## config.mk

```make
export PLATFORM = sky130hd
export DESIGN_NAME = oram_resp_tag_fifo
export DESIGN_NICKNAME = d
export VERILOG_FILES = /design/src/rtl/oram_resp_tag_fifo.sv
export SDC_FILE = /design/constraint.sdc
export NUM_CORES = 1
export LEC_CHECK = 0
export CAP_MARGIN = 10
export CELL_PAD_IN_SITES_DETAIL_PLACEMENT = 0
export CELL_PAD_IN_SITES_GLOBAL_PLACEMENT = 1
export CORE_ASPECT_RATIO = 1.75
export CORE_UTILIZATION = 30
export CTS_BUF_LIST = sky130_fd_sc_hd__clkbuf_16
export CTS_CLUSTER_DIAMETER = 50
export DETAILED_ROUTE_END_ITERATION = 10
export PLACE_DENSITY_LB_ADDON = 0.08
export REMOVE_ABC_BUFFERS = 1
export SLEW_MARGIN = 25
export SYNTH_ARGS = -nofsm -noshare
export SYNTH_HDL_FRONTEND = slang
export SYNTH_SLANG_ARGS = --single-unit
```

## constraint.sdc

```tcl
create_clock -name clk -period 8.9 [get_ports clk]
set_clock_uncertainty 0.1 [all_clocks]
set_input_delay 1.78 -clock clk [delete_from_list [all_inputs] [get_ports clk]]
set_output_delay 1.78 -clock clk [all_outputs]
set_load 0.01 [all_outputs]
```

## src/rtl/oram_resp_tag_fifo.sv

```systemverilog
// Circular FIFO holding read addresses until their response block completes.
// A push into a full FIFO is accepted only when a pop happens in the same cycle.
module oram_resp_tag_fifo #(
  parameter int ORAMU    = 32,
  parameter int TagDepth = 8
) (
  input  logic             clk,
  input  logic             rst_n,
  input  logic             clr,
  input  logic             push,
  input  logic             pop,
  input  logic [ORAMU-1:0] din,
  output logic [ORAMU-1:0] dout,
  output logic             full,
  output logic             empty
);

  localparam int AW = (TagDepth > 1) ? $clog2(TagDepth) : 1;

  logic [AW:0]      wr_q, wr_d;
  logic [AW:0]      rd_q, rd_d;
  logic [ORAMU-1:0] mem_q [TagDepth];
  logic             do_push;
  logic             do_pop;

  assign empty   = (wr_q == rd_q);
  assign full    = (wr_q[AW] != rd_q[AW]) && (wr_q[AW-1:0] == rd_q[AW-1:0]);
  assign do_pop  = pop && !empty && !clr;
  assign do_push = push && (!full || do_pop) && !clr;
  assign dout    = mem_q[rd_q[AW-1:0]];

  always_comb begin
    wr_d = wr_q;
    rd_d = rd_q;
    if (clr) begin
      wr_d = '0;
      rd_d = '0;
    end else begin
      if (do_push) wr_d = wr_q + 1'b1;
      if (do_pop)  rd_d = rd_q + 1'b1;
    end
  end

  always_ff @(posedge clk or negedge rst_n) begin
    if (!rst_n) begin
      wr_q <= '0;
      rd_q <= '0;
    end else begin
      wr_q <= wr_d;
      rd_q <= rd_d;
    end
  end

  always_ff @(posedge clk) begin
    if (do_push) mem_q[wr_q[AW-1:0]] <= din;
  end

endmodule

```

* Word-level counts from Yosys, hierarchy flattened
Memory sizes are Yosys's and may differ from the RTL's. Index checks and enable logic that the tools add are counted.
Storage, ports and cells: register bits 8, latch bits 0, RAM bits 256, memory bits (read-only) 0, bits of input ports 37, output and inout port bits 34, logic and storage cells 25, memories kept 1
Cells by class: add/subtract/negate cells 2, multiply operators 0, div/mod/pow operators 0, magnitude comparators 0, eq/ne operators 3, shift operators 0, muxes and demuxes 6, bitwise gates (word level) 0, reductions and logical operators 11
Memories:
- mem_q | words 8, bits a word 32, read ports 1, clocked after memory_dff 0, write ports 1, RTL line 22 | logic [ORAMU-1:0] mem_q [TagDepth];
Operators with widths (number):
- $mux W4 | 4
- $add A4 B1 Y4 const B | 2
- $logic_and A1 B1 Y1 | 5
- $eq A4 B4 Y1 | 1
- $reduce_bool A2 Y1 | 2
- $eq A3 B3 Y1 | 1
- $logic_not A1 Y1 | 3
- $mux W1 | 2
- $logic_or A1 B1 Y1 | 1
- $ne A1 B1 Y1 | 1

* Depth between registers and ports, before layout
Gate-level depths: netlist of run 1.
word-level depth 9, depth in mapped cells 6, depth with buffers taken out 5

* Least setup slack after synthesis of run 1
No wires, ideal clock.
kind input port to flip-flop, start point input clr, end point memory mem_q[0][0] (enable), library setup time 0.502 ns, arrival 5.366 ns, data required time 8.298 ns, slack 2.932 ns, stages on the path 3, path buffers 1, cell sequence clkbuf_1 or2_2 nor4_1
Between the ends: cells in the longest elaborated chain, start to end 7
RTL lines:
- start: declaration | RTL line 9 | input logic clr,
- $logic_not A1 Y1 (*) | RTL line 28, 29
- $logic_and A1 B1 Y1 | RTL line 28 | assign do_pop = pop && !empty && !clr;
- $logic_or A1 B1 Y1 | RTL line 29 | assign do_push = push && (!full || do_pop) && !clr;
- $logic_and A1 B1 Y1 | RTL line 29
- $logic_and A1 B1 Y1 (*) | RTL line 29
- $mux W1 (*) | RTL line 55 | if (do_push) mem_q[wr_q[AW-1:0]] <= din;
- $mux W1 (implied by the code) (*) | RTL line 55
- end: declaration | RTL line 22
Mark *: on every way between the ends. The rest lies on a longest branch, timed or not.

* Final worst setup path of run 1
start point register rd_q[0], end point output dout[30]
Between the ends: cells in the longest elaborated chain, start to end 1
RTL lines:
- start: declaration | RTL line 21 | logic [AW:0] rd_q, rd_d;
- start signal: assignment | RTL line 50 | rd_q <= rd_d;
- $mem_v2 Z8 W32
- end: declaration | RTL line 13 | output logic [ORAMU-1:0] dout,
No other way between the ends.

==> results of run 1 <==
-- cells by family (layout without fill, tap and decap cells) --
family,after synthesis,count (layout),synth area share
DFF,264,264,0.774
buffers and inverters,27,137,0.0115
xor gates and xnor gates,6,6,0.00515
AOI/OAI and AO/OA,14,14,0.00921
muxes,98,98,0.179
and+or+nand+nor,37,37,0.0193
adders and majority gates,2,2,0.00245
-- layer usage --
metal	up-vias	wire length (um)	GRT usage
met5	-	0	0
met4	0	535	0.0464
met3	33	680	0.0206
met2	74	11900	0.242
met1	2530	8960	0.160
li1	2058	-	-
-- through the flow --
stage	power (W)	cells	setup slack (ns)	hold WS, ns
detailed placement	0.00205	968	3.89	0.499
global route	0.00322	1013	3.21	0.586
global placement	0.00205	968	3.88	0.480
CTS	0.00315	1013	3.28	0.522
floorplan	0.00183	424	1.83	0.458
finish	0.00308	1013	3.50	0.521
-- path summary, 6_finish.rpt --
path,from,to,cells after the start
max,rd_q[0],dout[30],4
min,wr_q[3],wr_q[3],2
max reg2reg,rd_q[1],mem_q[1][0],5
min reg2reg,wr_q[3],wr_q[3],2
max in group asynchronous,rst_n,rd_q[1],1
min in group asynchronous,rst_n,rd_q[3],1
-- flip-flops by register name, summed over array words and instances (netlist names) --
| signal | flops |
|---|---|
| mem_q | 256 |
| rd_q | 4 |
| wr_q | 4 |
-- worst max-delay path, cell delays in order (launching register included) --
cell	delay, ns
dfrtp_4	0.86
buf_4	0.74
mux4_2	0.58
mux2_2	0.29
clkdlybuf4s50_1	0.48
-- cell type report --
type	instances	area, um2
fillers	3159	21200
flip-flops and latches	264	7900
multi-input cells	157	2230
repair buffers	89	843
clock buffers	25	626
well taps	455	569
clock inverters	20	205
inverters	3	11.3
-- cell usage after synthesis --
library cell  instances
or4_1                 2
o311ai_1              1
nand3b_1              2
a21oi_1               5
nand2b_1              4
or3_1                 3
buf_2                13
o21ai_0               3
clkbuf_1             10
ha_1                  2
inv_1                 3
o41ai_2               1
o31ai_1               1
nand3_1               3
or2_0                 1
mux2_2               32
buf_1                 1
nor2_1                7
a31oi_1               1
or2_2                 1
a21o_1                1
mux2i_1               2
xor2_1                5
edfxtp_1            256
dfrtp_1               8
mux4_2               64
o211ai_1              1
nor4_1                3
xnor2_1               1
nor3_1                7
nand2_1               4
-- where the power goes --
part / switching [W] / total (W) / internal [W]
registers: 0.0000605 / 0.00146 / 0.00140
logic: 0.000212 / 0.000544 / 0.000332
clock network: 0.000450 / 0.00108 / 0.000630
==> out/metrics.csv, run 1 <==
metric,value,unit
outcome,"complete, no violations",
worst hold path type,reg2reg,
H-tree levels,1,
crit path kind,reg2out,
initial antenna violation count,0,
TritonCTS Buffers,25,
Setup Total Neg Slack,0,ns
max-slew violation count,0,
dpl hpwl,13.0,mm
die height,246,um
drt pass-1 iters,4,
DR WL/cell,21.8,um
Hold Fails Final Rpt,0,
CTS sink cnt,264,
core area,33600,um2
nets,579,
remaining antenna violation count,0,
Root Buffer,clkbuf_16,
Mapped Cells,448,
FMAX,185,MHz
post-synthesis instance area,10200,um2
IO Port Bufs,70,
P per Cell Area,249,nW/um2
Worst R2R Setup Slack,5.44,ns
fin crit share,0.607,
ratio of cells with drive above 1 in the final layout,0.299,
fin util,0.368,
mean post-synth cell area,22.8,um2
ant diodes,0,
CTS tree,built,
number of global-route vias before repair,5220,
grt total ovfl,0,
DRC Markers,0,
Crit. End Element,output port,
"area leader, netlist",edfxtp_1,
worst skew pair latency,0.52,ns
initial drt markers,194,
post-synth top area share,0.754,
initial core utilization,0.303,
Placement Cell Area,11600,um2
post-route cell area,12400,um2
row count,89,
Synth cell types,31,
Final GP Congestion,0.695,
CP Data Arrival Time,3.52,ns
Slew headroom,0.473,
Routed WL,22.1,mm
RSZ-0062 raised after global routing,false,
Final Setup Violations,0,
Post-CTS Setup Inserts,0,
YS warnings,0,
CP Max Fanout,36,
die width,141,um
post-layout min period,5.40,ns
Yosys reg bits,264,
clock buffer depth,3,
DIE AREA,34800,um2
CP Data Required Time,7.02,ns
Leakage,3.83,nW
first-pass GRT wire length,33.5,mm
Worst Max-Slew Pin Slew,0.784,ns
CP Launch Type,register,
"most common cell after layout, fill and taps aside",edfxtp_1,
largest net degree at the start of global routing,39,
CTS Hold Bufs,0,
synth-to-layout area growth,21.5,%
sequential cell area fraction in the yosys report,0.774,
GRT Total Usage,0.134,
peak supply drop,0.137,mV
"Reg clk slew, reported paths",0.07,ns
Vias,4695,
DR vias/cell,4.63,
max cap viols,0,
"top cells by area, synth","edfxtp_1, mux4_2, mux2_2, dfrtp_1, buf_2",
CTS resizes,0,
I/O pin count,71,
"commonest non-fill, non-tap cells in the layout","edfxtp_1, clkdlybuf4s50_1, mux4_2",
No activity file was read; power rests on OpenSTA's default activity.
==> run 2: changes to the inputs <==
==> constraint.sdc (replaced) <==
create_clock -name clk -period 5.5 [get_ports clk]
set_clock_uncertainty 0.1 [all_clocks]
set_input_delay 1.1 -clock clk [delete_from_list [all_inputs] [get_ports clk]]
set_output_delay 1.1 -clock clk [all_outputs]
set_load 0.01 [all_outputs]
==> run 2 against run 1 <==
Register-to-register slack worse by 3.3 ns. Die area unchanged. Total power rose by 66%. Combinational power increased by 65%. Utilization up 0.19 points. Final cell count about the same. Largest power group unchanged. Highest routed layer unchanged.
==> out/metrics.csv, run 2 (same netlist as run 1, synthesis figures left out) <==
metric,value,unit,change
outcome,"complete, no violations",,
peak supply drop,0.270,mV,+96%
"most common cell after layout, fill and taps aside",edfxtp_1,,
Crit path depth,4,,unchanged
synth-to-layout area growth,22.1,%,
top cell family by delay on the critical path,buffers and inverters,,
CP Launch Type,register,,
nets,579,,unchanged
WP buf/inv,2,,unchanged
number of global-route vias before repair,5303,,+1.6%
post-route cell area,12400,um2,+0.52%
grt total ovfl,0,,unchanged
met2 GRT Util,0.252,,+0.0105
Pwr Total,0.00511,W,+66%
Vias,4714,,+0.40%
max cap viols,0,,unchanged
ratio of cells with drive above 1 in the final layout,0.301,,+0.00125
worst hold path type,reg2reg,,
Crit. End Element,output port,,
Final GP Congestion,0.731,,+5.1%
r2r worst-path depth,4,,-1
core area,33600,um2,unchanged
Routed WL,22.8,mm,+3.4%
first-pass GRT wire length,34.6,mm,+3.3%
global routing met1 resource utilization,0.167,,+0.00770
worst skew pair latency,0.54,ns,+0.02 ns
FMAX,225,MHz,
clock buffer depth,3,,unchanged
initial core utilization,0.303,,unchanged
initial drt markers,228,,+18%
r2r startpoint,rd_q[1],,
DIE AREA,34800,um2,unchanged
TritonCTS Buffers,26,,+4.0%
dpl hpwl,12.9,mm,-0.55%
Worst R2R Setup Slack,2.16,ns,-3.28 ns
CTS Hold Bufs,0,,unchanged
remaining antenna violation count,0,,unchanged
Cells after DPL,967,,-0.10%
drt pass-1 iters,4,,unchanged
Placement Cell Area,11600,um2,about the same
post-layout min period,4.44,ns,
CP Max Fanout,39,,+8.3%
grt met3 use,0.0187,,-0.00195
GRT Total Usage,0.139,,+0.00537
DR WL/cell,22.5,um,+3.3%
CP Data Arrival Time,3.24,ns,-0.28 ns
crit path kind,reg2out,,
row count,89,,unchanged
CP Data Required Time,4.30,ns,-2.72 ns
IO Port Bufs,70,,unchanged
CTS sink cnt,264,,unchanged
Hold Fails Final Rpt,0,,unchanged
Finished Layout Cells,1014,,+0.099%
largest net degree at the start of global routing,46,,+18%
hold slack,0.511,ns,-0.00991 ns
Leakage,3.85,nW,+0.31%
I/O pin count,71,,unchanged
Final Setup Violations,0,,unchanged
"commonest non-fill, non-tap cells in the layout","edfxtp_1, clkdlybuf4s50_1, mux4_2",,
DRC Markers,0,,unchanged
Post-CTS Setup Inserts,0,,unchanged
H-tree levels,1,,unchanged
Max stage delay on crit path,0.88,ns,+0.02 ns
RSZ-0062 raised after global routing,false,,
die height,246,um,unchanged
"Reg clk slew, reported paths",0.06,ns,about the same
CTS resizes,0,,unchanged
max-slew violation count,0,,unchanged
Slew headroom,0.439,,-0.0332
Worst Max-Slew Pin Slew,0.833,ns,+0.0494 ns
initial antenna violation count,0,,unchanged
die width,141,um,unchanged
Root Buffer,clkbuf_16,,
DR vias/cell,4.65,,+0.31%
max FFs per register,256,,unchanged
CTS tree,built,,
Setup Total Neg Slack,0,ns,unchanged
CP Launch Point,rd_q[0],,
busiest grt layer,met2,,
CP max stage cell,dfrtp_4,,
Critical path destination,dout[19],,
P per Cell Area,411,nW/um2,+65%
fin crit share,0.807,,
Worst R2R End,mem_q[3][29],,
ant diodes,0,,unchanged
CP cell instances,buf_12 > mux4_2 > mux2_2 > clkdlybuf4s50_1,,
## run 2: cell types whose count changed in the layout (fill, tap and decap cells not counted)
| cell | change |
|---|---|
| buf_12 | +1 |
| inv_6 | -1 |
| nor3_2 | -1 |
| nor3_4 | +1 |
| inv_8 | +1 |
| clkinv_1 | +3 |
| buf_4 | -2 |
| clkbuf_16 | +2 |
| inv_1 | -3 |
## run 2: through the flow
stage / utilization / setup WS (ns)
5_1_grt: 0.370 / 0.864
3_3_place_gp: 0.344 / 1.54
6_report: 0.370 / 1.06
4_1_cts: 0.370 / 0.942
3_5_place_dp: 0.344 / 1.44
2_1_floorplan: - / -1.57
## run 2: worst min-delay path, stage by stage, from the launching register on
cell and delay, ns:
dfrtp_1 0.42, o31ai_1 0.08, a21oi_1 0.06
## run 2: layout make-up
class | count | area (um2)
fillers | 3168 | 21200
flip-flops and latches | 264 | 7900
multi-input cells | 157 | 2240
repair buffers | 88 | 848
clock buffers | 27 | 676
well taps | 455 | 569
clock inverters | 20 | 208
inverters | 3 | 11.3
## run 2: worst min path at each step
stage / startpoint / end / cells after the start
after detailed placement: wr_q[3] / wr_q[3] / 2
after global placement: wr_q[3] / wr_q[3] / 2
after CTS: wr_q[3] / wr_q[3] / 2
after floorplan: wr_q[3] / wr_q[3] / 2
after global routing: wr_q[3] / wr_q[3] / 2
final: wr_q[3] / wr_q[3] / 2
## run 2: power breakdown
group | internal [W] | switching (W)
sequential | 0.00226 | 0.000102
combinational | 0.000546 | 0.000353
clock | 0.00108 | 0.000768
## run 2: per-layer routing
metal	routed length (um)	vias up
met5	0	-
met4	581	0
met3	688	38
met2	12400	75
met1	9220	2534
li1	-	2067
==> run 3: changes to the inputs <==
==> constraint.sdc (replaced) <==
create_clock -name clk -period 3.7 [get_ports clk]
set_clock_uncertainty 0.1 [all_clocks]
set_input_delay 0.74 -clock clk [delete_from_list [all_inputs] [get_ports clk]]
set_output_delay 0.74 -clock clk [all_outputs]
set_load 0.01 [all_outputs]
==> run 3 against run 2 <==
Sequential share of layout area is 0.051 points lower. Sequential power is 45% higher. Global-route usage is 0.27 points lower. Cell area hardly changed. Largest cell class unchanged. Highest routed layer unchanged.
==> out/metrics.csv, run 3 (same netlist as run 1, synthesis figures left out) <==
metric,value,unit,change
outcome,"complete, no violations",,
crit path kind,reg2out,,
ant diodes,0,,unchanged
clock buffer depth,3,,unchanged
remaining antenna violation count,0,,unchanged
first-pass GRT wire length,34.1,mm,-1.5%
GRT Total Usage,0.136,,-0.00272
Hold Fails Final Rpt,0,,unchanged
Leakage,3.85,nW,+0.15%
post-layout min period,3.53,ns,
CP Max Fanout,21,,-46%
number of global-route vias before repair,5284,,-0.36%
CP cell instances,buf_4 > mux4_2 > mux2_2 > clkdlybuf4s50_1,,
"commonest non-fill, non-tap cells in the layout","edfxtp_1, clkdlybuf4s50_1, mux4_2",,
RSZ-0062 raised after global routing,false,,
initial drt markers,217,,-4.8%
TritonCTS Buffers,26,,unchanged
"most common cell after layout, fill and taps aside",edfxtp_1,,
dpl hpwl,12.9,mm,+0.26%
Routed WL,22.5,mm,-1.6%
CTS tree,built,,
worst skew pair latency,0.53,ns,about the same
worst hold path type,in2async,,
CP Data Required Time,2.86,ns,-1.44 ns
Root Buffer,clkbuf_16,,
Crit. End Element,output port,,
max-slew violation count,0,,unchanged
Finished Layout Cells,1022,,+0.79%
Worst Max-Slew Pin Slew,0.787,ns,-0.0459 ns
Pwr Total,0.00737,W,+44%
peak supply drop,0.295,mV,+9.4%
I/O pin count,71,,unchanged
max cap viols,0,,unchanged
H-tree levels,1,,unchanged
drt pass-1 iters,4,,unchanged
row count,89,,unchanged
die height,246,um,unchanged
DRC Markers,0,,unchanged
FMAX,283,MHz,
CP max stage cell,dfrtp_4,,
synth-to-layout area growth,22.2,%,about the same
nets,587,,+1.4%
CTS resizes,0,,unchanged
initial antenna violation count,0,,unchanged
grt total ovfl,0,,unchanged
Slew headroom,0.470,,+0.0309
dpl ws,0.425,ns,-1.01 ns
Vias,4827,,+2.4%
Max stage delay on crit path,0.68,ns,-0.20 ns
Cells after DPL,970,,+0.31%
Final GP Congestion,0.692,,-5.4%
fin crit share,0.955,,
"Reg clk slew, reported paths",0.06,ns,about the same
ratio of cells with drive above 1 in the final layout,0.300,,-0.000713
CP Launch Type,register,,
DR vias/cell,4.72,,+1.6%
max FFs per register,256,,unchanged
die width,141,um,unchanged
largest net degree at the start of global routing,33,,-28%
CTS sink cnt,264,,unchanged
CP Data Arrival Time,2.69,ns,-0.55 ns
initial core utilization,0.303,,unchanged
Setup Total Neg Slack,0,ns,unchanged
core area,33600,um2,unchanged
DIE AREA,34800,um2,unchanged
IO Port Bufs,70,,unchanged
DR WL/cell,22.0,um,-2.4%
Final Setup Violations,0,,unchanged
P per Cell Area,592,nW/um2,+44%
fin worst setup slack,0.166,ns,-0.896 ns
run 3: cell types whose count changed in the layout (fill, tap and decap cells not counted), sizes merged:
cell,change
buf,+8
bufinv,-4
clkinvlp,+2
inv,+2
run 3: critical path, delay by kind of cell (launching register included):
family,cells,cell delay (ns)
buf+inv,2,0.84
flops,1,0.68
mux,2,0.64
run 3: final timing paths:
path                       cells after the start    start           end  slack (ns)
setup reg to reg                               6  rd_q[0]  mem_q[4][24]        0.69
setup / recovery                               4  rd_q[1]      dout[30]        0.17
hold / removal                                 1    rst_n       wr_q[2]        0.42
hold reg to reg                                2  rd_q[3]       rd_q[3]        0.50
min in group clk                               2  rd_q[3]       rd_q[3]        0.50
max in group asynchronous                      1    rst_n       rd_q[1]        2.74
run 3: layer usage:
layer | GRT usage | wire length (um) | up-vias
met1 | 0.161 | 8900 | 2618
li1 | - | - | 2087
met3 | 0.0195 | 670 | 30
met4 | 0.0460 | 508 | 0
met5 | 0 | 0 | -
met2 | 0.250 | 12400 | 92
run 3: layout make-up:
cell class	instances	area, um2
fillers	3186	21200
flip-flops and latches	264	7900
multi-input cells	157	2230
repair buffers	96	971
clock buffers	27	676
well taps	455	569
clock inverters	20	101
inverters	3	11.3
run 3: timing repair:
| item | 4_1_cts | 5_1_grt |
|---|---|---|
| hold buffers | 0 | 0 |
| hold endpoints to repair | 0 | 0 |
| endpoints found under the setup margin | 24 | 0 |
| setup buffers | 5 | 0 |
run 3: per-stage QoR:
stage          hold WS, ns  utilization  instance area (um2)
6_report             0.417        0.370                12500
3_3_place_gp         0.484        0.346                11600
5_1_grt              0.421        0.370                12500
2_1_floorplan        0.344            -                10100
4_1_cts              0.402        0.370                12500
3_5_place_dp         0.495        0.346                11600
run 3: power breakdown:
| group | internal, W | switching [W] | leakage (nW) |
|---|---|---|---|
| registers | 0.00336 | 0.0000681 | 2.42 |
| clock network | 0.00132 | 0.00109 | 0.389 |
| logic | 0.000892 | 0.000639 | 1.05 |
| total | 0.00557 | 0.00179 | 3.85 |
